### config.mk
export PLATFORM = sky130hd
export DESIGN_NAME = ps2_key_decoder
export DESIGN_NICKNAME = d
export VERILOG_FILES = /design/src/rtl/ps2_key_decoder.sv
export SDC_FILE = /design/constraint.sdc
export NUM_CORES = 1
export LEC_CHECK = 0
export ABC_AREA = 1
export CORE_ASPECT_RATIO = 0.75
export CORE_MARGIN = 3
export CORE_UTILIZATION = 55
export CTS_CLUSTER_DIAMETER = 50
export DETAILED_ROUTE_END_ITERATION = 8
export PLACE_DENSITY = 0.86
export SLEW_MARGIN = 0
export SYNTH_ARGS = -nofsm -noshare
export SYNTH_HDL_FRONTEND = slang
export SYNTH_SLANG_ARGS = --single-unit
### constraint.sdc
create_clock -name clk -period 3.1 [get_ports clk]
set_input_delay 0.31 -clock clk [delete_from_list [all_inputs] [get_ports clk]]
set_output_delay 0.31 -clock clk [all_outputs]
set_load 0.005 [all_outputs]
### src/rtl/ps2_key_decoder.sv
// PS/2 keyboard receiver: deserialises device frames, folds E0/F0 prefixes
// into single key events and buffers them in a first-word-fall-through FIFO.
// Ports:
//   clk, rst          system clock, asynchronous active-low reset
//   ps2_clk, ps2_data raw PS/2 pad inputs
//   evt_valid/ready   event handshake; evt_data = {ext, brk, code[7:0]}
//   evt_count         number of buffered events
//   overflow          sticky: event dropped on a full FIFO
//   frame_err         sticky: bad start/parity/stop or frame timeout
//   err_clr           clears both sticky flags
module ps2_key_decoder #(
  parameter int unsigned FIFO_DEPTH     = 16,
  parameter int unsigned SYNC_STAGES    = 3,
  parameter int unsigned TIMEOUT_CYCLES = 50000
) (
  input  logic                          clk,
  input  logic                          rst,
  input  logic                          ps2_clk,
  input  logic                          ps2_data,
  output logic                          evt_valid,
  input  logic                          evt_ready,
  output logic [9:0]                    evt_data,
  output logic [$clog2(FIFO_DEPTH):0]   evt_count,
  output logic                          overflow,
  output logic                          frame_err,
  input  logic                          err_clr
);

  localparam int unsigned AW = $clog2(FIFO_DEPTH);
  localparam int unsigned PW = AW + 1;
  localparam int unsigned TW = $clog2(TIMEOUT_CYCLES + 1);
  localparam logic [7:0] CODE_E0 = 8'hE0;
  localparam logic [7:0] CODE_F0 = 8'hF0;

  typedef enum logic [1:0] {ST_IDLE, ST_E0, ST_F0, ST_E0F0} state_e;

  // Synchronisers, reset to the idle-high bus level
  logic [SYNC_STAGES-1:0] clk_sync_q, dat_sync_q;
  logic                   clk_prev_q;
  logic                   sample_c, bit_c;

  always_ff @(posedge clk or negedge rst) begin
    if (!rst) begin
      clk_sync_q <= '1;
      dat_sync_q <= '1;
      clk_prev_q <= 1'b1;
    end else begin
      clk_sync_q <= {clk_sync_q[SYNC_STAGES-2:0], ps2_clk};
      dat_sync_q <= {dat_sync_q[SYNC_STAGES-2:0], ps2_data};
      clk_prev_q <= clk_sync_q[SYNC_STAGES-1];
    end
  end

  assign sample_c = clk_prev_q & ~clk_sync_q[SYNC_STAGES-1];
  assign bit_c    = dat_sync_q[SYNC_STAGES-1];

  // Frame deserialiser and inactivity timeout
  logic [3:0]    bit_cnt_q, bit_cnt_d;
  logic [9:0]    shift_q, shift_d;      // {parity, data[7:0], start} once full
  logic [TW-1:0] to_cnt_q, to_cnt_d;
  logic          byte_valid_q, byte_valid_d;
  logic [7:0]    byte_q, byte_d;
  logic          frame_bad_c, timeout_c;

  always_comb begin
    bit_cnt_d    = bit_cnt_q;
    shift_d      = shift_q;
    to_cnt_d     = to_cnt_q;
    byte_valid_d = 1'b0;
    byte_d       = byte_q;
    frame_bad_c  = 1'b0;
    timeout_c    = 1'b0;
    if (sample_c) begin
      to_cnt_d = '0;
      if (bit_cnt_q == 4'd10) begin
        bit_cnt_d = 4'd0;
        if (!shift_q[0] && (^shift_q[9:1]) && bit_c) begin
          byte_valid_d = 1'b1;
          byte_d       = shift_q[8:1];
        end else begin
          frame_bad_c = 1'b1;
        end
      end else begin
        bit_cnt_d = bit_cnt_q + 4'd1;
        shift_d   = {bit_c, shift_q[9:1]};
      end
    end else if (bit_cnt_q != 4'd0) begin
      if (to_cnt_q == TW'(TIMEOUT_CYCLES - 1)) begin
        timeout_c = 1'b1;
        bit_cnt_d = 4'd0;
        to_cnt_d  = '0;
      end else begin
        to_cnt_d = to_cnt_q + TW'(1);
      end
    end else begin
      to_cnt_d = '0;
    end
  end

  // Prefix-folding decoder
  state_e     state_q, state_d;
  logic       emit_c;
  logic [9:0] emit_data_c;

  always_comb begin
    state_d     = state_q;
    emit_c      = 1'b0;
    emit_data_c = '0;
    if (frame_bad_c || timeout_c) begin
      state_d = ST_IDLE;
    end else if (byte_valid_q) begin
      unique case (state_q)
        ST_IDLE: begin
          if (byte_q == CODE_E0)      state_d = ST_E0;
          else if (byte_q == CODE_F0) state_d = ST_F0;
          else begin
            emit_c      = 1'b1;
            emit_data_c = {2'b00, byte_q};
          end
        end
        ST_E0: begin
          if (byte_q == CODE_F0)      state_d = ST_E0F0;
          else if (byte_q != CODE_E0) begin
            emit_c      = 1'b1;
            emit_data_c = {2'b10, byte_q};
            state_d     = ST_IDLE;
          end
        end
        ST_F0: begin
          if (byte_q != CODE_E0 && byte_q != CODE_F0) begin
            emit_c      = 1'b1;
            emit_data_c = {2'b01, byte_q};
            state_d     = ST_IDLE;
          end
        end
        ST_E0F0: begin
          if (byte_q != CODE_E0 && byte_q != CODE_F0) begin
            emit_c      = 1'b1;
            emit_data_c = {2'b11, byte_q};
            state_d     = ST_IDLE;
          end
        end
        default: state_d = ST_IDLE;
      endcase
    end
  end

  // Event FIFO with registered head, count and sticky flags
  logic [9:0]    mem_q [FIFO_DEPTH];
  logic [PW-1:0] wr_q, wr_d, rd_q, rd_d, cnt_q, cnt_d;
  logic [9:0]    head_q, head_d;
  logic          valid_q, valid_d;
  logic          ovf_q, ovf_d, ferr_q, ferr_d;
  logic          pop_c, full_c, push_c, drop_c;

  always_comb begin
    pop_c   = valid_q & evt_ready;
    full_c  = (cnt_q == PW'(FIFO_DEPTH));
    push_c  = emit_c & (~full_c | pop_c);
    drop_c  = emit_c & full_c & ~pop_c;
    wr_d    = wr_q + PW'(push_c);
    rd_d    = rd_q + PW'(pop_c);
    cnt_d   = cnt_q + PW'(push_c) - PW'(pop_c);
    valid_d = (cnt_d != '0);
    // The entry being written this cycle may itself become the new head
    if (cnt_d == '0)
      head_d = '0;
    else if (push_c && (wr_q[AW-1:0] == rd_d[AW-1:0]))
      head_d = emit_data_c;
    else
      head_d = mem_q[rd_d[AW-1:0]];
    ovf_d  = (ovf_q & ~err_clr) | drop_c;
    ferr_d = (ferr_q & ~err_clr) | frame_bad_c | timeout_c;
  end

  always_ff @(posedge clk) begin
    if (push_c) mem_q[wr_q[AW-1:0]] <= emit_data_c;
  end

  always_ff @(posedge clk or negedge rst) begin
    if (!rst) begin
      bit_cnt_q    <= '0;
      shift_q      <= '0;
      to_cnt_q     <= '0;
      byte_valid_q <= 1'b0;
      byte_q       <= '0;
      state_q      <= ST_IDLE;
      wr_q         <= '0;
      rd_q         <= '0;
      cnt_q        <= '0;
      head_q       <= '0;
      valid_q      <= 1'b0;
      ovf_q        <= 1'b0;
      ferr_q       <= 1'b0;
    end else begin
      bit_cnt_q    <= bit_cnt_d;
      shift_q      <= shift_d;
      to_cnt_q     <= to_cnt_d;
      byte_valid_q <= byte_valid_d;
      byte_q       <= byte_d;
      state_q      <= state_d;
      wr_q         <= wr_d;
      rd_q         <= rd_d;
      cnt_q        <= cnt_d;
      head_q       <= head_d;
      valid_q      <= valid_d;
      ovf_q        <= ovf_d;
      ferr_q       <= ferr_d;
    end
  end

  assign evt_valid = valid_q;
  assign evt_data  = head_q;
  assign evt_count = cnt_q;
  assign overflow  = ovf_q;
  assign frame_err = ferr_q;

endmodule

### Word level (Yosys, flattened, before mapping)

Memories as Yosys holds them, arrays and structs flattened.
Index checks and enable logic that the tools add are counted.

| storage, ports and cells | value |
|---|---|
| register bits after elaboration | 76 |
| bits in writable memories | 160 |
| input bits | 6 |
| output and inout bits | 18 |
| word-level logic and storage cells | 117 |
| memories | 1 |

| cells by class | value |
|---|---|
| add/sub/neg operators | 6 |
| equality and inequality tests | 14 |
| muxes and demuxes | 45 |
| bitwise gates (word level) | 16 |
| reductions and logical operators | 19 |

Memory list:

| name | depth | width | rd ports | clocked after memory_dff | write ports | RTL line | source |
|---|---|---|---|---|---|---|---|
| mem_q | 16 | 10 | 1 | 0 | 1 | 149 | `logic [9:0] mem_q [FIFO_DEPTH];` |

Operator list:

| operator | number |
|---|---|
| $mux 10 | 7 |
| $mux 16 | 3 |
| $pmux 10 s4 | 1 |
| $mux 1 | 18 |
| $add 16x1->16 const B | 1 |
| $eq 16x16->1 const B | 1 |
| $eq 8x8->1 const B | 2 |
| $mux 4 | 4 |
| $mux 8 | 2 |
| $ne 8x8->1 const B | 2 |
| $add 5x1->5 | 3 |
| $mux 2 | 7 |
| $mux 9 | 1 |
| $reduce_xor 9->1 | 1 |
| $ne 4x4->1 const B | 2 |
| $and 1x1->1 | 7 |
| $pmux 2 s3 | 1 |
| $reduce_bool 2->1 | 3 |
| $eq 5x5->1 const B | 1 |
| $logic_not 5->1 | 1 |
| $not 1->1 | 5 |
| $reduce_bool 5->1 | 1 |
| $sub 5x1->5 | 1 |
| $add 4x1->4 const B | 1 |
| other kinds (16) | 24 |

### Depth between registers and ports, before layout

| logic depth | value |
|---|---|
| depth after elaboration | 13 |
| depth in mapped cells | 26 |
| mapped depth without buffers | 25 |

### Least setup slack after synthesis

Ideal clock, no wire load.

| path | value |
|---|---|
| kind | register to register |
| from | register bit_cnt_q[0] |
| to | register head_q[0] (netlist: evt_data[0]) |
| library setup time | 0.072 ns |
| arrival | 3.336 ns |
| required time | 3.028 ns |
| setup slack | -0.307 ns |
| stages on the path, launching flop included | 23 |
| buffers on the path | 1 |
| clock period less this slack | 3.407 ns |
| cells stage by stage | dfrtp_1 > inv_1 > ha_1 > nand3_1 > nand2_2 > inv_1 > nor2_2 > nand2_4 > nand2_4 > a21oi_4 > inv_1 > ha_1 > inv_1 > ha_1 > fa_1 > a21oi_1 > o21bai_1 > xnor2_1 > inv_1 > nand2_1 > clkbuf_1 > nand2_1 > nor2_1 |

| between the ends | value |
|---|---|
| word-level cells in the longest chain between the ends | 10 |
| elaborated cells on any way between the ends | 16 |
| those cells by class | add/sub (2); eq/ne (1); mux (8); bitwise (1); reduce/logical (4) |

Ends and longest elaborated chain:

| item | RTL line | source |
|---|---|---|
| start: declaration | 58 | `logic [3:0] bit_cnt_q, bit_cnt_d;` |
| start signal: assignment | 196 | `bit_cnt_q <= bit_cnt_d;` |
| $eq 4x4->1 / $reduce_bool 4->1 (equally long branches) | 75, 87 |  |
| $mux 1 (on tied branches) | 75, 87 |  |
| $mux 1 | 73 | `if (sample_c) begin` |
| $logic_or 1x1->1 * | 109 | `if (frame_bad_c \|\| timeout_c) begin` |
| $mux 1 * | 109 |  |
| $and 1x1->1 * | 159 | `push_c = emit_c & (~full_c \| pop_c);` |
| $add 5x1->5 * | 163 | `cnt_d = cnt_q + PW'(push_c) - PW'(pop_c);` |
| $sub 5x1->5 * | 163 |  |
| via cnt_d[4] | 150 | `logic [PW-1:0] wr_q, wr_d, rd_q, rd_d, cnt_q, cnt_d;` |
| $logic_not 5->1 * | 166 | `if (cnt_d == '0)` |
| $mux 10 * | 166 |  |
| via head_d[0] | 151 | `logic [9:0] head_q, head_d;` |
| end signal: assignment | 191 | `head_q <= '0;` |
| end signal: assignment | 205 | `head_q <= head_d;` |
| end: declaration | 151 |  |

Mark *: on every way through the listed nets, which the timed path passes. The rest lies on a longest branch.
A chain may end at the register's enable or synchronous reset.

### Worst setup path in the final report

| path | value |
|---|---|
| from | register shift_q[7] |
| to | register head_q[8] (netlist: evt_data[8]) |

| between the ends | value |
|---|---|
| word-level cells in the longest chain between the ends | 13 |
| elaborated cells on any way between the ends | 16 |
| those cells by class | add/sub (2); mux (7); bitwise (1); reduce/logical (6) |

Ends and longest elaborated chain:

| item | RTL line | source |
|---|---|---|
| start: declaration | 59 | `logic [9:0] shift_q, shift_d;` |
| start signal: assignment | 197 | `shift_q <= shift_d;` |
| $reduce_xor 9->1 | 77 | `if (!shift_q[0] && (^shift_q[9:1]) && bit_c) begin` |
| $logic_and 1x1->1 (2 in a row) | 77 |  |
| $mux 1 | 77 |  |
| $mux 1 | 75 | `if (bit_cnt_q == 4'd10) begin` |
| $mux 1 | 73 |  |
| $logic_or 1x1->1 | 109 |  |
| $mux 1 | 109 |  |
| $and 1x1->1 | 159 |  |
| $add 5x1->5 | 163 |  |
| $sub 5x1->5 | 163 |  |
| via cnt_d[4] | 150 |  |
| $logic_not 5->1 | 166 |  |
| $mux 10 | 166 |  |
| via head_d[8] | 151 |  |

The timed path passes the listed nets, and every way through them passes these cells.

==> key figures <==
Timing
  – Highest clock rate: 308.9 MHz
  – Final hold viol count: 0
  – Final critical-path setup slack: -0.1372 ns
  – Rel. slew slack: 13.50%
  – Final clock period utilization by the worst path: 104.4%
  – Post-route clock skew: 0.02572 ns
  – Final slew viol count: 0
  – RSZ-0062 raised after global routing: true
  – Worst Tran Pin Value: 1.293 ns
  – # setup viols final: 10
  – Final min period: 3.237 ns
  – Worst Hold Slack: 0.1948 ns

Clocking
  – Root buf cell: clkbuf_16
  – Clock transition at path regs: 0.07 ns
  – Clk buf depth: 3
  – Clk sink count: 234
  – TritonCTS clock tree: built
  – Clock latency at the later pin of the worst-skew pair: 0.52 ns
  – TritonCTS Buffers: 23
  – CTS H-tree lvls: 1

Die
  – Die Width: 161.1 um
  – Num rows: 41
  – Die ar.: 19710 sq um
  – Die Ht: 122.3 um
  – Placeable Area: 17240 sq um
  – Top Ports: 24
  – Initial core utilization: 57.58%

Place
  – DP HPWL: 14710 um
  – GPL Wtd Cong: 0.8784
  – Placement Cell Area: 10730 sq um
  – Port Buffers: 23

Drt
  – Metal-1 WL: 9660 um
  – Final routed DRC violation total: 0
  – Pre-antenna DRT Iters: 5
  – Metal3 WL: 2259 um
  – Post-route ant nets: 0
  – WL final: 23860 um
  – Routed len/inst: 19.63 um
  – DR top layer: met4
  – DR vias/cell: 5.880
  – Iter 0 DRT Violations: 945
  – Met2 WL post-DR: 11160 um
  – Via count: 7150

Power and ir drop
  – Leakage: 4.609 nW
  – Maximum vdd ir drop: 0.6563 mV
  – Pwr Density: 966.6 nW/um^2
  – Design Power: 11.19 mW

Yosys
  – Sequential share of the synthesized area: 67.16%
  – Syn_area_per_cell: 11.14 sq um
  – Synthesized Nets: 912
  – YS warnings: 0
  – Post-synthesis register bit count: 234
  – Distinct cell type count after synthesis: 38
  – Synth Cell Area: 9925 sq um
  – Synthesized instance count: 891

Critical path
  – Worst Path Required: 3.55 ns
  – Critical Path Sink Type: register
  – CP startpoint kind: register
  – WS Path Type: register to register
  – Worst-path fanout max: 6
  – CP arrival: 3.68 ns

Layout
  – Finished layout cell area: 11580 sq um
  – Area grow syn2layout: 16.68%
  – Share of layout cells above drive strength 1: 15.41%
  – Nets: 984
  – N_diodes: 0
  – Post-route core utilization: 67.18%

Worst hold path
  – Hold WC Path Type: input pin to register

Global routing
  – Vias in the first global route: 6938
  – Initial antenna violation count: 0
  – Largest net degree at the start of global routing: 75
  – Tot GR Track Use: 23.70%
  – First-pass GRT wire length: 36660 um
  – Total grt overflow: 0

Job
  – Maxcap violations: 0

Run status
  – Failing checks: negative setup slack
  – Status: finished, violations left
-- cell usage after synthesis --
cell type,n,area (sq um)
a211oi_1,1,7.510
a21o_1,1,7.510
a21oi_1,77,385.4
a21oi_4,1,16.27
a221oi_1,1,8.760
a22oi_1,20,150.1
a32o_1,19,190.2
buf_2,10,50.05
buf_4,3,22.52
clkbuf_1,23,86.33
dfrtp_1,67,1677
dfstp_2,7,183.9
edfxtp_1,160,4805
fa_1,1,20.02
ha_1,14,175.2
inv_1,72,270.3
inv_2,2,7.510
nand2_1,231,867.1
nand2_2,6,37.54
nand2_4,4,45.04
nand3_1,15,75.07
nand3_2,1,10.01
nand4_1,9,56.30
nand4_2,1,12.51
nor2_1,67,251.5
nor2_2,2,12.51
nor3_1,6,30.03
nor4_1,3,18.77
o2111ai_1,1,8.760
o211ai_1,19,142.6
o21a_1,1,7.510
o21ai_0,28,140.1
o21bai_1,1,7.510
o22ai_1,3,18.77
o311ai_0,1,8.760
or2_2,1,6.260
xnor2_1,7,61.31
xor2_1,5,43.79
-- sequential cells by signal, indices dropped and copies added (netlist names), 2 cells and up --
| name | flops |
|---|---|
| mem_q | 160 |
| rd_q | 4 |
| dat_sync_q | 3 |
| evt_count | 5 |
| byte_q | 8 |
| evt_data | 10 |
| clk_sync_q | 3 |
| state_q | 2 |
| wr_q | 4 |
| bit_cnt_q | 4 |
| to_cnt_q | 16 |
| shift_q | 10 |
-- layout make-up --
cell class	instances	area (sq um)
inverters	74	280.3
repair buffers	83	713.2
clock buffers	24	579.3
flip-flops and latches	234	6666
well taps	236	295.3
fillers	1197	5657
multi-input cells	547	2910
clock inverters	18	135.1
-- path summary, 6_finish.rpt --
path                                    startpoint                       to  slack, ns  cells past startpoint
setup / recovery            shift_q[7]$_DFFE_PN0P_    evt_data[8]$_DFF_PN0_      -0.14                     26
min in group asynchronous                      rst   byte_valid_q$_DFF_PN0_       0.50                      2
max in group asynchronous                      rst   shift_q[5]$_DFFE_PN0P_       1.98                      2
hold / removal                             ps2_clk  clk_sync_q[0]$_DFF_PN1_       0.19                      1
hold reg to reg            clk_sync_q[0]$_DFF_PN1_  clk_sync_q[1]$_DFF_PN1_       0.36                      0
setup reg to reg            shift_q[7]$_DFFE_PN0P_    evt_data[8]$_DFF_PN0_      -0.14                     26
-- repair_timing --
action | 4_1_cts | 5_1_grt
endpoints found under the setup margin | 11 | 11
endpoints found under the hold margin | 67 | 0
cloned | 0 | 1
gates resized for setup | 5 | 18
hold buffers | 1 | 0
buffers inserted | 3 | 5
pin swaps | 1 | 12
-- cell families (layout without fill, tap and decap cells) --
kind of cell,count (synthesis),after routing,synth area share (%)
adders and majority gates,15,15,1.967
and+or+nand+nor,346,346,14.33
AOI/OAI and AO/OA,174,174,11.08
xor gates and xnor gates,12,12,1.059
buffers and inverters,110,199,4.400
DFF,234,234,67.16
-- layer usage --
| layer | GRT usage [%] | up-vias |
|---|---|---|
| li1 | - | 3227 |
| met1 | 32.52 | 3481 |
| met2 | 38.28 | 371 |
| met3 | 5.837 | 71 |
| met4 | 6.878 | 0 |
| met5 | 0 | - |
-- metrics by stage --
step           setup TNS (ns)  setup slack, ns  instances
2_1_floorplan               0        0.0007307        891
3_3_place_gp                0          0.02831       1164
3_5_place_dp           -1.664          -0.2345       1164
4_1_cts               -0.9515          -0.1162       1210
5_1_grt                -2.881          -0.2956       1216
6_report               -1.100          -0.1372       1216
-- critical path: stages (launching register included) --
cell,delay [ns]
dfrtp_1,0.43
inv_2,0.09
nand2_1,0.05
nand2_1,0.07
nand2_2,0.08
nand2_2,0.06
nand2_2,0.05
nand2_1,0.05
nand2_1,0.06
nand2_2,0.07
nand2_2,0.07
nand2_4,0.08
nand2_4,0.06
a21oi_4,0.14
inv_2,0.06
ha_4,0.25
inv_2,0.03
ha_4,0.15
fa_2,0.35
a21oi_2,0.14
o21bai_1,0.09
xnor2_1,0.21
inv_1,0.08
nand2_2,0.11
buf_6,0.14
nand2_1,0.07
nor2_1,0.11
-- report_power, final --
group,internal [mW],switching (mW),leakage [nW]
clock network,1.46,1.19,0.355
registers,3.55,0.169,2.33
logic,1.79,3.04,1.92
-- placed cells by master, fill, tap and decap left out, drive strengths merged, types with 3 or more instances in the layout --
cell type | Yosys | final
a21oi | 78 | 78
a22oi | 20 | 20
a32o | 19 | 19
buf | 13 | 60
clkbuf | 23 | 24
clkdlybuf4s50 | 0 | 22
clkinv | 0 | 13
dfrtp | 67 | 67
dfstp | 7 | 7
edfxtp | 160 | 160
ha | 14 | 14
inv | 74 | 77
nand2 | 241 | 241
nand3 | 16 | 16
nand4 | 10 | 10
nor2 | 69 | 69
nor3 | 6 | 6
nor4 | 3 | 3
o211ai | 19 | 19
o21ai | 28 | 28
o22ai | 3 | 3
xnor2 | 7 | 7
xor2 | 5 | 5
Power figures use the tool's default switching activity.
